$ cat src/rtl/issue_scoreboard_if.sv
// Decode/execute/write-back signal bundle for the issue scoreboard.
// master: the decode/execute/write-back side; slave: the scoreboard.
interface issue_scoreboard_if #(
  parameter int NUM_REGS   = 32,
  parameter int REG_ADDR_W = 5,
  parameter int CNT_W      = 32
);
  logic                  dec_valid;
  logic                  dec_ready;
  logic [REG_ADDR_W-1:0] rd_addr;
  logic [REG_ADDR_W-1:0] rs_addr;
  logic [REG_ADDR_W-1:0] rt_addr;
  logic                  d_from_gpr;
  logic                  d_from_fpr;
  logic                  d_to_gpr;
  logic                  d_to_fpr;
  logic                  s_from_gpr;
  logic                  s_from_fpr;
  logic                  t_from_gpr;
  logic                  t_from_fpr;
  logic                  dec_long;
  logic                  ex_ready;
  logic                  issue_valid;
  logic                  wb_gpr_valid;
  logic [REG_ADDR_W-1:0] wb_gpr_addr;
  logic                  wb_fpr_valid;
  logic [REG_ADDR_W-1:0] wb_fpr_addr;
  logic [NUM_REGS-1:0]   gpr_busy;
  logic [NUM_REGS-1:0]   fpr_busy;
  logic [CNT_W-1:0]      stall_cycles;

  modport master (
    output dec_valid, rd_addr, rs_addr, rt_addr,
    output d_from_gpr, d_from_fpr, d_to_gpr, d_to_fpr,
    output s_from_gpr, s_from_fpr, t_from_gpr, t_from_fpr,
    output dec_long, ex_ready,
    output wb_gpr_valid, wb_gpr_addr, wb_fpr_valid, wb_fpr_addr,
    input  dec_ready, issue_valid, gpr_busy, fpr_busy, stall_cycles
  );

  modport slave (
    input  dec_valid, rd_addr, rs_addr, rt_addr,
    input  d_from_gpr, d_from_fpr, d_to_gpr, d_to_fpr,
    input  s_from_gpr, s_from_fpr, t_from_gpr, t_from_fpr,
    input  dec_long, ex_ready,
    input  wb_gpr_valid, wb_gpr_addr, wb_fpr_valid, wb_fpr_addr,
    output dec_ready, issue_valid, gpr_busy, fpr_busy, stall_cycles
  );
endinterface

$ cat src/rtl/issue_scoreboard.sv
// Register scoreboard and issue gate between decode and execute.
// Tracks GPR/FPR registers awaiting a long-latency write-back and holds a
// decoded instruction while any register it touches is still pending.
module issue_scoreboard #(
  parameter int NUM_REGS   = 32,
  parameter int REG_ADDR_W = 5,
  parameter int CNT_W      = 32
) (
  input logic               clk,
  input logic               rstn,
  issue_scoreboard_if.slave sb
);

  logic [NUM_REGS-1:0]   gpr_busy_q, gpr_busy_d;
  logic [NUM_REGS-1:0]   fpr_busy_q, fpr_busy_d;
  logic [NUM_REGS-1:0]   gpr_set, gpr_clr, fpr_set, fpr_clr;
  logic [CNT_W-1:0]      stall_q, stall_d;
  logic [REG_ADDR_W-1:0] rd_a, rs_a, rt_a, wbg_a, wbf_a;
  logic                  gpr_hazard, fpr_hazard, hazard, fire;

  assign rd_a  = sb.rd_addr;
  assign rs_a  = sb.rs_addr;
  assign rt_a  = sb.rt_addr;
  assign wbg_a = sb.wb_gpr_addr;
  assign wbf_a = sb.wb_fpr_addr;

  // Hazard looks only at registered busy bits, so a same-cycle write-back
  // never bypasses; the dependant issues one cycle after the write-back.
  always_comb begin
    gpr_hazard = ((sb.d_from_gpr | sb.d_to_gpr) & gpr_busy_q[rd_a])
               | (sb.s_from_gpr & gpr_busy_q[rs_a])
               | (sb.t_from_gpr & gpr_busy_q[rt_a]);
    fpr_hazard = ((sb.d_from_fpr | sb.d_to_fpr) & fpr_busy_q[rd_a])
               | (sb.s_from_fpr & fpr_busy_q[rs_a])
               | (sb.t_from_fpr & fpr_busy_q[rt_a]);
    hazard     = gpr_hazard | fpr_hazard;
  end

  assign fire           = sb.dec_valid & ~hazard & sb.ex_ready;
  assign sb.dec_ready   = ~hazard & sb.ex_ready;
  assign sb.issue_valid = sb.dec_valid & ~hazard;

  // Busy next-state: write-back clears, a long op issuing sets; set wins.
  // GPR 0 is hard-wired to never be pending.
  always_comb begin
    gpr_set = '0;
    fpr_set = '0;
    gpr_clr = '0;
    fpr_clr = '0;
    if (fire & sb.dec_long & sb.d_to_gpr) gpr_set[rd_a] = 1'b1;
    if (fire & sb.dec_long & sb.d_to_fpr) fpr_set[rd_a] = 1'b1;
    if (sb.wb_gpr_valid) gpr_clr[wbg_a] = 1'b1;
    if (sb.wb_fpr_valid) fpr_clr[wbf_a] = 1'b1;
    gpr_busy_d    = (gpr_busy_q & ~gpr_clr) | gpr_set;
    fpr_busy_d    = (fpr_busy_q & ~fpr_clr) | fpr_set;
    gpr_busy_d[0] = 1'b0;
  end

  // Hazard stall counter; ex_ready back-pressure alone is not counted.
  always_comb begin
    stall_d = stall_q;
    if (sb.dec_valid & hazard & ~(&stall_q)) stall_d = stall_q + CNT_W'(1);
  end

  // State registers with synchronous active-low reset.
  always_ff @(posedge clk) begin
    if (!rstn) begin
      gpr_busy_q <= '0;
      fpr_busy_q <= '0;
      stall_q    <= '0;
    end else begin
      gpr_busy_q <= gpr_busy_d;
      fpr_busy_q <= fpr_busy_d;
      stall_q    <= stall_d;
    end
  end

  assign sb.gpr_busy     = gpr_busy_q;
  assign sb.fpr_busy     = fpr_busy_q;
  assign sb.stall_cycles = stall_q;

endmodule

$ cat src/flat_wrapper.sv
// flat-port wrapper written by rule: the top's interface ports become plain ports
module issue_scoreboard_flat 
#(
  parameter int NUM_REGS   = 32,
  parameter int REG_ADDR_W = 5,
  parameter int CNT_W      = 32
)
  (clk, rstn, sb_dec_valid, sb_rd_addr, sb_rs_addr, sb_rt_addr, sb_d_from_gpr, sb_d_from_fpr, sb_d_to_gpr, sb_d_to_fpr, sb_s_from_gpr, sb_s_from_fpr, sb_t_from_gpr, sb_t_from_fpr, sb_dec_long, sb_ex_ready, sb_wb_gpr_valid, sb_wb_gpr_addr, sb_wb_fpr_valid, sb_wb_fpr_addr, sb_dec_ready, sb_issue_valid, sb_gpr_busy, sb_fpr_busy, sb_stall_cycles);
  issue_scoreboard_if #(.NUM_REGS(NUM_REGS), .REG_ADDR_W(REG_ADDR_W), .CNT_W(CNT_W)) sb_i ();
  input logic clk;
  input logic rstn;
  input wire logic [$bits(sb_i.dec_valid)-1:0] sb_dec_valid;
  input wire logic [$bits(sb_i.rd_addr)-1:0] sb_rd_addr;
  input wire logic [$bits(sb_i.rs_addr)-1:0] sb_rs_addr;
  input wire logic [$bits(sb_i.rt_addr)-1:0] sb_rt_addr;
  input wire logic [$bits(sb_i.d_from_gpr)-1:0] sb_d_from_gpr;
  input wire logic [$bits(sb_i.d_from_fpr)-1:0] sb_d_from_fpr;
  input wire logic [$bits(sb_i.d_to_gpr)-1:0] sb_d_to_gpr;
  input wire logic [$bits(sb_i.d_to_fpr)-1:0] sb_d_to_fpr;
  input wire logic [$bits(sb_i.s_from_gpr)-1:0] sb_s_from_gpr;
  input wire logic [$bits(sb_i.s_from_fpr)-1:0] sb_s_from_fpr;
  input wire logic [$bits(sb_i.t_from_gpr)-1:0] sb_t_from_gpr;
  input wire logic [$bits(sb_i.t_from_fpr)-1:0] sb_t_from_fpr;
  input wire logic [$bits(sb_i.dec_long)-1:0] sb_dec_long;
  input wire logic [$bits(sb_i.ex_ready)-1:0] sb_ex_ready;
  input wire logic [$bits(sb_i.wb_gpr_valid)-1:0] sb_wb_gpr_valid;
  input wire logic [$bits(sb_i.wb_gpr_addr)-1:0] sb_wb_gpr_addr;
  input wire logic [$bits(sb_i.wb_fpr_valid)-1:0] sb_wb_fpr_valid;
  input wire logic [$bits(sb_i.wb_fpr_addr)-1:0] sb_wb_fpr_addr;
  output wire logic [$bits(sb_i.dec_ready)-1:0] sb_dec_ready;
  output wire logic [$bits(sb_i.issue_valid)-1:0] sb_issue_valid;
  output wire logic [$bits(sb_i.gpr_busy)-1:0] sb_gpr_busy;
  output wire logic [$bits(sb_i.fpr_busy)-1:0] sb_fpr_busy;
  output wire logic [$bits(sb_i.stall_cycles)-1:0] sb_stall_cycles;
  assign sb_i.dec_valid = sb_dec_valid;
  assign sb_i.rd_addr = sb_rd_addr;
  assign sb_i.rs_addr = sb_rs_addr;
  assign sb_i.rt_addr = sb_rt_addr;
  assign sb_i.d_from_gpr = sb_d_from_gpr;
  assign sb_i.d_from_fpr = sb_d_from_fpr;
  assign sb_i.d_to_gpr = sb_d_to_gpr;
  assign sb_i.d_to_fpr = sb_d_to_fpr;
  assign sb_i.s_from_gpr = sb_s_from_gpr;
  assign sb_i.s_from_fpr = sb_s_from_fpr;
  assign sb_i.t_from_gpr = sb_t_from_gpr;
  assign sb_i.t_from_fpr = sb_t_from_fpr;
  assign sb_i.dec_long = sb_dec_long;
  assign sb_i.ex_ready = sb_ex_ready;
  assign sb_i.wb_gpr_valid = sb_wb_gpr_valid;
  assign sb_i.wb_gpr_addr = sb_wb_gpr_addr;
  assign sb_i.wb_fpr_valid = sb_wb_fpr_valid;
  assign sb_i.wb_fpr_addr = sb_wb_fpr_addr;
  assign sb_dec_ready = sb_i.dec_ready;
  assign sb_issue_valid = sb_i.issue_valid;
  assign sb_gpr_busy = sb_i.gpr_busy;
  assign sb_fpr_busy = sb_i.fpr_busy;
  assign sb_stall_cycles = sb_i.stall_cycles;
  issue_scoreboard #(.NUM_REGS(NUM_REGS), .REG_ADDR_W(REG_ADDR_W), .CNT_W(CNT_W)) u_core (.clk(clk), .rstn(rstn), .sb(sb_i));
endmodule
$ cat config.mk
export PLATFORM = sky130hd
export DESIGN_NAME = issue_scoreboard_flat
export DESIGN_NICKNAME = d
export VERILOG_FILES = /design/src/rtl/issue_scoreboard_if.sv /design/src/rtl/issue_scoreboard.sv /design/src/flat_wrapper.sv
export SDC_FILE = /design/constraint.sdc
export NUM_CORES = 1
export LEC_CHECK = 0
export BUFFER_PORTS_ARGS = -buffer_cell sky130_fd_sc_hd__buf_2
export CORE_MARGIN = 2
export CORE_UTILIZATION = 55
export DETAILED_ROUTE_END_ITERATION = 12
export GPL_TIMING_DRIVEN = 0
export HOLD_SLACK_MARGIN = 0.06
export PLACE_DENSITY_LB_ADDON = 0.05
export SLEW_MARGIN = 0
export SYNTH_ARGS = -nofsm -noshare
export SYNTH_HDL_FRONTEND = slang
export SYNTH_SLANG_ARGS = --single-unit
$ cat constraint.sdc
create_clock -name clk -period 6.15 [get_ports clk]
set_input_delay 1.23 -clock clk [delete_from_list [all_inputs] [get_ports clk]]
set_output_delay 1.23 -clock clk [all_outputs]
set_load 0.01 [all_outputs]
After elaboration in Yosys (flattened, before gate mapping)
Cells that the tools add are included.
{ "op_classes": {"n_addsub": 1, "order_cmp": 8, "n_mux": 22, "bitwise_logic": 29, "reduce_logical": 4} }
{ "op_table": {"columns": ["op", "count"], "rows": [
  ["32-bit two-way mux", 4],
  ["32-bit AND", 2],
  ["32-bit NOT", 2],
  ["32-bit OR", 2],
  ["32-bit by 1-bit adder with 32-bit output (second input constant)", 1],
  ["32-bit AND reduction", 1],
  ["1-bit binary-select mux with 5-bit select", 6],
  ["5-bit by 6-bit less-than comparator with 1-bit output (second input constant)", 5],
  ["1-bit demux with 5-bit select", 3],
  ["5-bit by 1-bit >= comparator with 1-bit output (second input constant)", 3],
  ["1-bit AND", 14],
  ["1-bit two-way mux", 9],
  ["1-bit OR", 7],
  ["1-bit logical AND", 3],
  ["1-bit NOT", 2]
]} }
{ "word_totals": {"register_bits": 96, "in_bits": 40, "out_inout_bits": 98, "elab_cells": 68} }

Logic depth before layout (Yosys ltp)
Gate-level depths: netlist of run 1.
{ "depth": {"ltp_word": 13, "depth_mapped": 13, "ltp_nobuf": 8} }

Worst setup path after synthesis of run 1
Ideal clock, no wire load.
{ "synth_timing": {"path_kind": "input-to-output", "startpoint": "in sb_rd_addr[0]", "endpoint": "out sb_dec_ready", "t_arrival_ns": 3.564, "required_ns": 4.920, "path_slack_ns": 1.356, "stages": 11, "n_path_buf": 4, "cell_sequence": "buf_2 -> buf_2 -> mux2i_1 -> nor4_1 -> o31ai_1 -> nand3_1 -> o32a_1 -> nor3_1 -> buf_2 -> buf_4 -> and2_1"} }
{ "synth_between": {"elab_chain_cells": 8, "word_cells_on_any_way": 13, "cone_classes": "4 x mux; 9 x bitwise"} }
{ "synth_rtl": {"columns": ["element", "line", "text"], "rows": [
  ["from (decl)", "flat_wrapper.sv:13", "input wire logic [$bits(sb_i.rd_addr)-1:0] sb_rd_addr;"],
  ["1-bit binary-select mux with 5-bit select (on tied branches)", "issue_scoreboard.sv:30, issue_scoreboard.sv:33", null],
  ["1-bit two-way mux (on tied branches)", "issue_scoreboard.sv:30, issue_scoreboard.sv:33", null],
  ["1-bit AND (on tied branches)", "issue_scoreboard.sv:30, issue_scoreboard.sv:33", null],
  ["1-bit OR (on tied branches)", "issue_scoreboard.sv:31, issue_scoreboard.sv:34", null],
  ["1-bit OR (on tied branches)", "issue_scoreboard.sv:32, issue_scoreboard.sv:35", null],
  ["1-bit OR *", "issue_scoreboard.sv:36", "hazard = gpr_hazard | fpr_hazard;"],
  ["1-bit NOT *", "issue_scoreboard.sv:40", "assign sb.dec_ready = ~hazard & sb.ex_ready;"],
  ["1-bit AND *", "issue_scoreboard.sv:40", null],
  ["to (decl)", "flat_wrapper.sv:30", "output wire logic [$bits(sb_i.dec_ready)-1:0] sb_dec_ready;"]
]} }
Every way passes the cells marked *; elsewhere a longest branch is shown, timed or not. The select of a mux whose other input is x is not followed.

Worst setup path in the final report of run 1
{ "layout_timing": {"startpoint": "in sb_rt_addr[1]", "endpoint": "out sb_dec_ready"} }
{ "layout_between": {"elab_chain_cells": 7, "word_cells_on_any_way": 11, "cone_classes": "4 x mux; 7 x bitwise"} }
{ "layout_rtl": {"columns": ["element", "line", "text"], "rows": [
  ["from (decl)", "flat_wrapper.sv:15", "input wire logic [$bits(sb_i.rt_addr)-1:0] sb_rt_addr;"],
  ["1-bit binary-select mux with 5-bit select (on tied branches)", "issue_scoreboard.sv:32, issue_scoreboard.sv:35", null],
  ["1-bit two-way mux (on tied branches)", "issue_scoreboard.sv:32, issue_scoreboard.sv:35", null],
  ["1-bit AND (on tied branches)", "issue_scoreboard.sv:32, issue_scoreboard.sv:35", null],
  ["1-bit OR (on tied branches)", "issue_scoreboard.sv:32, issue_scoreboard.sv:35", null],
  ["1-bit OR *", "issue_scoreboard.sv:36", null],
  ["1-bit NOT *", "issue_scoreboard.sv:40", null],
  ["1-bit AND *", "issue_scoreboard.sv:40", null]
]} }
Marked as above.

==> results of run 1 <==
==> state kept, by name, indices dropped and copies added (netlist names) <==
signal / cells
u_core.sb.fpr_busy: 32
u_core.sb.gpr_busy: 31
u_core.sb.stall_cycles: 32
==> power groups by stage <==
stage,combinational (mW),clock (mW),sequential [mW]
floorplan,0.0947,0,0.633
global placement,0.152,0,0.632
detailed placement,0.155,0,0.632
CTS,0.155,0.411,0.618
global route,0.169,0.436,0.618
finish,0.160,0.409,0.618
==> stage by stage <==
step,hold slack [ns],instance area (um^2)
after floorplan,0.4944,5912
after global placement,0.4758,6738
after detailed placement,0.4808,6738
after CTS,0.4928,6910
after global routing,0.5040,6910
final,0.4917,6910
==> routing by layer <==
metal  track usage (%)  up-vias  part of all wire, %
met5                 0        -                    0
met2             58.63      388                   47
li1                  -     2834                    -
met4             18.59        0                  4.8
met1             46.01     3057                   39
met3             6.719       72                  8.8
==> final cells by class <==
class | instances | area, um^2
Buffer | 49 | 225.2
Clock buffer | 10 | 137.6
Clock inverter | 2 | 35.03
Fill cell | 896 | 3460
Inverter | 6 | 22.52
Multi-Input combinational cell | 501 | 3762
Sequential cell | 95 | 1902
Tap cell | 136 | 170.2
Timing Repair Buffer | 131 | 655.6
==> placed cells by master, fill, tap and decap left out, types with 6 or more instances in the layout <==
| cell type | netlist | layout |
|---|---|---|
| clkbuf_8 | 0 | 10 |
| or3_1 | 23 | 23 |
| nand2b_1 | 17 | 17 |
| nand4_1 | 21 | 21 |
| and2_1 | 6 | 6 |
| o21ai_0 | 92 | 92 |
| mux2_2 | 8 | 8 |
| nand2_1 | 35 | 35 |
| inv_1 | 6 | 6 |
| o211ai_1 | 68 | 68 |
| nor3_1 | 11 | 11 |
| nor2b_1 | 8 | 8 |
| nand3_1 | 21 | 21 |
| dfxtp_1 | 95 | 95 |
| nor2_1 | 13 | 13 |
| nand3b_1 | 17 | 17 |
| nor3b_1 | 7 | 7 |
| and3_1 | 11 | 11 |
| mux4_2 | 30 | 30 |
| o31ai_1 | 6 | 6 |
| mux2i_1 | 41 | 41 |
| clkbuf_1 | 28 | 28 |
| a21oi_1 | 24 | 24 |
| buf_2 | 11 | 142 |
| or3b_2 | 7 | 7 |
==> cells by family (layout without fill, tap and decap cells) <==
logic type	count (synthesis)	count (layout)	synth area share (%)
AOI/OAI and AO/OA	213	213	22.62
and+or+nand+nor	206	206	20.40
DFF	95	95	32.17
muxes	80	80	20.34
buffers and inverters	55	198	4.190
adders and majority gates	1	1	0.2116
other	1	1	0.06343
==> worst register-to-register path, cell delays in order (launching register included) <==
cell and delay [ns]:
dfxtp_1 0.38, mux4_1 0.52, nor2b_1 0.14, a2111oi_0 0.44, a211o_1 0.18, o2111ai_2 0.13, nor4b_4 0.37, nand4_1 0.43
clkbuf_1 0.37, o21ai_0 0.25
==> how the worst max path moves through the flow <==
| stage | endpoint | slack (ns) | cells after the start | from |
|---|---|---|---|---|
| after floorplan | sb_dec_ready | 1.36 | 11 | sb_rd_addr[0] |
| after global placement | sb_dec_ready | 0.61 | 13 | sb_rt_addr[1] |
| after detailed placement | sb_dec_ready | 0.50 | 13 | sb_rt_addr[1] |
| after CTS | sb_dec_ready | 0.49 | 13 | sb_rt_addr[1] |
| after global routing | sb_dec_ready | 0.20 | 13 | sb_rt_addr[1] |
| final | sb_dec_ready | 0.44 | 13 | sb_rt_addr[1] |
==> flow_summary_export.csv, run 1 <==
group,metric,value,unit
synth,yosysMostFrequentCell,"dfxtp_1",
routing,via_per_inst,6.829,
sta,setup_viol,0,
worst_setup_path,worstReg2RegEnd,"u_core.sb.fpr_busy[30]$_SDFF_PN0_",
synth,ys_warn_count,0,
synth,yosysTopAreaCell,"dfxtp_1",
cells_and_area,fin_nets,834,
floorplanning,die_w,107.7,um
routing,postRouteAntennaNets,0,
synth,synth-edff-count,0,
worst_setup_path,cp_num_buf_inv,6,
place,dpl.hpwl,15660,um
place,gp_congestion,1.027,
grt,grt_util_all_layers,36.19,%
synth,syn_nets,692,
routing,drc_errors,0,
sta,setup_ws,0.4423,ns
place,io_buffers,131,
run,cap_violations,0,
floorplanning,core,10370,um^2
sta,hold_violations,0,
worst_setup_path,crit_type,"primary input to output pin",
sta,relSlewSlack,49.27,%
sta,finalCriticalPeriod,5.708,ns
power_and_ir_drop,power_frac_seq,52.0,%
power_and_ir_drop,swShare,27.79,%
worst_hold_path,min_from,"u_core.sb.stall_cycles[5]$_SDFFE_PN0P_",
clocking,cts_hold_buf,0,
clocking,clkLatencyLatePin,0.39,ns
worst_setup_path,r2r_cells,9,
routing,drt_first_iter_violations,762,
worst_setup_path,reg2reg_setup_slack,2.87,ns
grt,grt_pass1_wl,31970,um
clocking,cts_root_buf,"clkbuf_8",
power_and_ir_drop,ir_worst_vdd,0.0001380,V
worst_setup_path,path_delay_family,"buffers and inverters",
sta,drv_slew,0,
clocking,cts_tree,"yes",
clocking,htree_levels,3,
worst_setup_path,slowest_stage,"o32ai_1",
worst_setup_path,crit_chain,"buf_2 > buf_2 > buf_2 > mux4_2 > nand2_1 > a21oi_1 > o32ai_1 > o2111ai_2 > nor3_1 > buf_2 > buf_4 > and2_1 > buf_2",
synth,ys_seq_area_share,32.17,%
clocking,cts_resized,0,
sta,period_share,92.81,%
power_and_ir_drop,p_int,857.0,uW
clocking,clk_pin_slew,0.09,ns
place,placed_cells,918,
worst_setup_path,slowest_delay,0.48,ns
sta,fmax,0.1752,GHz
clocking,clock_sinks,95,
synth,yosys.area.top_type_share,32.17,%
power_and_ir_drop,pwr-share-comb,13.5,%
worst_hold_path,holdPathEnd,"u_core.sb.stall_cycles[5]$_SDFFE_PN0P_",
cells_and_area,finalNonFillerCells,930,
synth,synth_area,5912,um^2
worst_setup_path,crit_path_start_kind,"primary input",
power_and_ir_drop,total_power,1.187,mW
synth,synth_top_flop_cell,"dfxtp_1",
routing,dr.pass1.iters,6,
grt,grt_pass1_vias,5951,
synth,syn_avg_cell_area,9.081,um^2
floorplanning,initial_core_util,57.01,%
synth,ys_ff_latch,95,
floorplanning,ios,138,
grt,antenna_found_initial,0,
routing,wl,20880,um
power_and_ir_drop,powerDensity,171.7,nW/um^2
clocking,cts_buffer_depth,2,
sta,rsz0062_at_grt,"false",
cells_and_area,utilization,66.64,%
cells_and_area,n_antenna_cell,0,
synth,synth_cells,651,
floorplanning,dieHeight,107.7,um
power_and_ir_drop,clockPowerShare,34.5,%
worst_setup_path,timing.rr.start,"u_core.sb.fpr_busy[2]$_SDFF_PN0_",
routing,avgRoutedWirePerCell,22.45,um
grt,grt_max_degree,14,
worst_setup_path,critPathCaptureType,"output pin",
worst_setup_path,cp.arrival,4.48,ns
worst_setup_path,path_common_cell,"buf_2",
synth,ys_types,50,
sta,worst_pin_slew,0.7610,ns
synth,async_reset_ff_share,0,%
routing,dr_total_vias,6351,
worst_setup_path,cp_max_fo,10,
floorplanning,dieArea,11590,um^2
power_and_ir_drop,power.switching,329.9,uW
power_and_ir_drop,power.leakage,2.641,nW
place,post-place-ws,0.5000,ns
worst_setup_path,cp.required,4.92,ns
floorplanning,fp-row-count,37,
status,status,"finished, final reports clean",
grt,grt_overflow,0,
cells_and_area,drive_gt1_share,26.20,%
sta,finalSetupTns,0,ns
clocking,cts_setup_buffers,0,
synth,netlist_top_cells_count,"dfxtp_1, o21ai_0, o211ai_1, mux2i_1, nand2_1",
worst_hold_path,hold_path_class,"flop to flop",
cells_and_area,area_delta_synth_final,16.89,%
clocking,cts_buffers,9,
synth,netlist_top_cells_area,"dfxtp_1, mux4_2, o211ai_1",
sta,skew,0.009694,ns
worst_hold_path,hold_path_depth,2,
No activity file was read; power rests on OpenSTA's default activity.
==> run 2, diff against run 1 <==
--- a/config.mk
+++ b/config.mk
@@ -5,10 +5,10 @@
 export SDC_FILE = /design/constraint.sdc
 export NUM_CORES = 1
 export LEC_CHECK = 0
-export BUFFER_PORTS_ARGS = -buffer_cell sky130_fd_sc_hd__buf_2
 export CORE_MARGIN = 2
-export CORE_UTILIZATION = 55
+export CORE_UTILIZATION = 45
 export DETAILED_ROUTE_END_ITERATION = 12
+export DONT_BUFFER_PORTS = 1
 export GPL_TIMING_DRIVEN = 0
 export HOLD_SLACK_MARGIN = 0.06
 export PLACE_DENSITY_LB_ADDON = 0.05
==> run 2 against run 1 <==
Sequential power about the same; combinational power down 16%; utilization down 16 points; die area up 21%; sequential share of layout area up 2.0 points; critical path depth down 2; final cell count down 9.8%; sequential cell count unchanged; largest cell class unchanged.
==> flow_summary_export.csv, run 2 (synthesis gave the netlist of run 1 again) <==
group,metric,value,unit
power_and_ir_drop,power.leakage,2.027,nW
floorplanning,dieArea,14070,um^2
routing,wl,20930,um
run,cap_violations,0,
sta,hold_violations,0,
sta,skew,0.006312,ns
cells_and_area,layout_commonest_cell,"dfxtp_1",
sta,whs,0.5522,ns
clocking,htree_levels,3,
status,status,"finished, final reports clean",
worst_hold_path,hold_path_class,"flop to flop",
sta,finalCriticalPeriod,5.454,ns
sta,fmax,0.1833,GHz
clocking,cts_tree,"yes",
cells_and_area,finalNonFillerCells,839,
cells_and_area,finalInstanceArea,6434,um^2
routing,via_per_inst,6.775,
cells_and_area,final_cell_mix,"dfxtp_1, o21ai_0, o211ai_1",
worst_setup_path,cp-endpoint,"sb_dec_ready",
place,placed_cells,823,
clocking,cts_buffer_depth,2,
routing,dr.pass1.iters,5,
grt,antenna_found_initial,0,
floorplanning,initial_core_util,46.47,%
cells_and_area,drive_gt1_share,11.69,%
power_and_ir_drop,powerDensity,210.1,nW/um^2
floorplanning,fp-row-count,41,
grt,grt_pass1_wl,31740,um
grt,met2_usage,46.52,%
worst_setup_path,slowest_stage,"nor3_1",
floorplanning,die_w,118.6,um
worst_setup_path,cp-startpoint,"sb_rd_addr[0]",
sta,setup_viol,0,
grt,top_usage_layer,"met2",
grt,grtUsageMet3,7.384,%
worst_setup_path,critPathCaptureType,"output pin",
sta,rsz0062_at_grt,"false",
routing,avgRoutedWirePerCell,24.95,um
worst_setup_path,worstReg2RegEnd,"u_core.sb.gpr_busy[22]$_SDFF_PN0_",
worst_setup_path,cp.required,4.92,ns
worst_setup_path,crit_type,"primary input to output pin",
cells_and_area,multi_input_area,3762,um^2
floorplanning,dieHeight,118.6,um
worst_setup_path,timing.rr.start,"u_core.sb.fpr_busy[2]$_SDFF_PN0_",
routing,postRouteAntennaNets,0,
worst_setup_path,cp.arrival,4.22,ns
power_and_ir_drop,ir_worst_vdd,0.0001206,V
clocking,clkLatencyLatePin,0.35,ns
cells_and_area,n_antenna_cell,0,
clocking,clk_pin_slew,0.06,ns
cells_and_area,num-fill-cells,1262,
clocking,cts_buffers,9,
grt,grtUsageMet1,36.61,%
routing,dr_total_vias,5684,
sta,period_share,88.69,%
clocking,clock_sinks,95,
place,io_buffers,0,
worst_setup_path,crit_chain,"buf_2 > buf_2 > mux2i_1 > nor4_1 > o31ai_1 > nand3_1 > o32a_1 > nor3_1 > buf_2 > buf_4 > and2_1",
worst_setup_path,slowest_delay,0.46,ns
sta,finalSetupTns,0,ns
worst_setup_path,path_common_cell,"buf_2",
routing,drt_first_iter_violations,635,
cells_and_area,fin_nets,703,
floorplanning,ios,138,
cells_and_area,ff_latch_area,1902,um^2
worst_setup_path,crit_path_start_kind,"primary input",
grt,grt_max_degree,15,
cells_and_area,utilization,50.57,%
place,gp_congestion,0.9677,
clocking,cts_setup_buffers,0,
worst_setup_path,r2r_cells,9,
grt,grt_pass1_vias,5368,
floorplanning,core,12720,um^2
worst_setup_path,cp_max_fo,10,
worst_setup_path,reg2reg_setup_slack,2.68,ns
clocking,cts_root_buf,"clkbuf_16",
cells_and_area,area_delta_synth_final,8.825,%
place,dpl_cell_area,6127,um^2
place,dpl.hpwl,16040,um
clocking,cts_resized,0,
routing,drc_errors,0,
grt,grt_util_all_layers,29.52,%
sta,relSlewSlack,51.77,%
sta,drv_slew,0,
clocking,cts_hold_buf,0,
grt,grt_overflow,0,
sta,worst_pin_slew,0.7235,ns
[run 2: changes by cell type in the layout (fill, tap and decap cells not counted), sizes merged]
cell | previous run | this run
buf | 151 | 20
bufinv | 1 | 2
clkbuf | 39 | 41
clkinv | 1 | 2
[run 2: final cells by class]
class,instances,share of cell area (%)
Buffer,49,3.501
Clock buffer,12,3.676
Clock inverter,4,1.089
Inverter,6,0.3501
Multi-Input combinational cell,501,58.48
Sequential cell,95,29.56
Tap cell,172,3.345
[run 2: worst max-delay path, delay by kind of cell]
kind | cells | cell delay (ns)
simple gates | 4 | 0.86
mux | 1 | 0.29
buf+inv | 4 | 1.15
compound gates | 2 | 0.69
[run 2: layer usage]
layer / share of wire [%] / vias to the layer above / routed length, um
li1: - / 2583 / -
met1: 40 / 2726 / 8315
met2: 46 / 304 / 9637
met3: 8.6 / 71 / 1805
met4: 5.6 / 0 / 1172
met5: 0 / - / 0
[run 2: worst min-delay path by stage]
| stage | slack (ns) | start | cells after the start | to |
|---|---|---|---|---|
| 3_3_place_gp | 0.53 | u_core.sb.stall_cycles[7]$_SDFFE_PN0P_ | 2 | u_core.sb.stall_cycles[7]$_SDFFE_PN0P_ |
| 2_1_floorplan | 0.49 | u_core.sb.stall_cycles[5]$_SDFFE_PN0P_ | 2 | u_core.sb.stall_cycles[5]$_SDFFE_PN0P_ |
| 3_5_place_dp | 0.54 | u_core.sb.stall_cycles[17]$_SDFFE_PN0P_ | 2 | u_core.sb.stall_cycles[17]$_SDFFE_PN0P_ |
| 6_report | 0.55 | u_core.sb.stall_cycles[7]$_SDFFE_PN0P_ | 2 | u_core.sb.stall_cycles[7]$_SDFFE_PN0P_ |
| 5_1_grt | 0.58 | u_core.sb.stall_cycles[5]$_SDFFE_PN0P_ | 2 | u_core.sb.stall_cycles[5]$_SDFFE_PN0P_ |
| 4_1_cts | 0.55 | u_core.sb.stall_cycles[17]$_SDFFE_PN0P_ | 2 | u_core.sb.stall_cycles[17]$_SDFFE_PN0P_ |
[run 2: power by group]
part	internal [mW]	switching [mW]	leakage, nW
combinational	0.0423	0.0914	1.11
sequential	0.616	0.00263	0.765
clock	0.356	0.243	0.151
total	1.01	0.337	2.03
[run 2: per-stage QoR]
step | setup WS (ns) | total power, mW
after global routing | 0.4736 | 1.391
final | 0.6957 | 1.352
after detailed placement | 0.7263 | 0.7646
after CTS | 0.7265 | 1.356
after global placement | 0.7226 | 0.7634
after floorplan | 1.356 | 0.7273
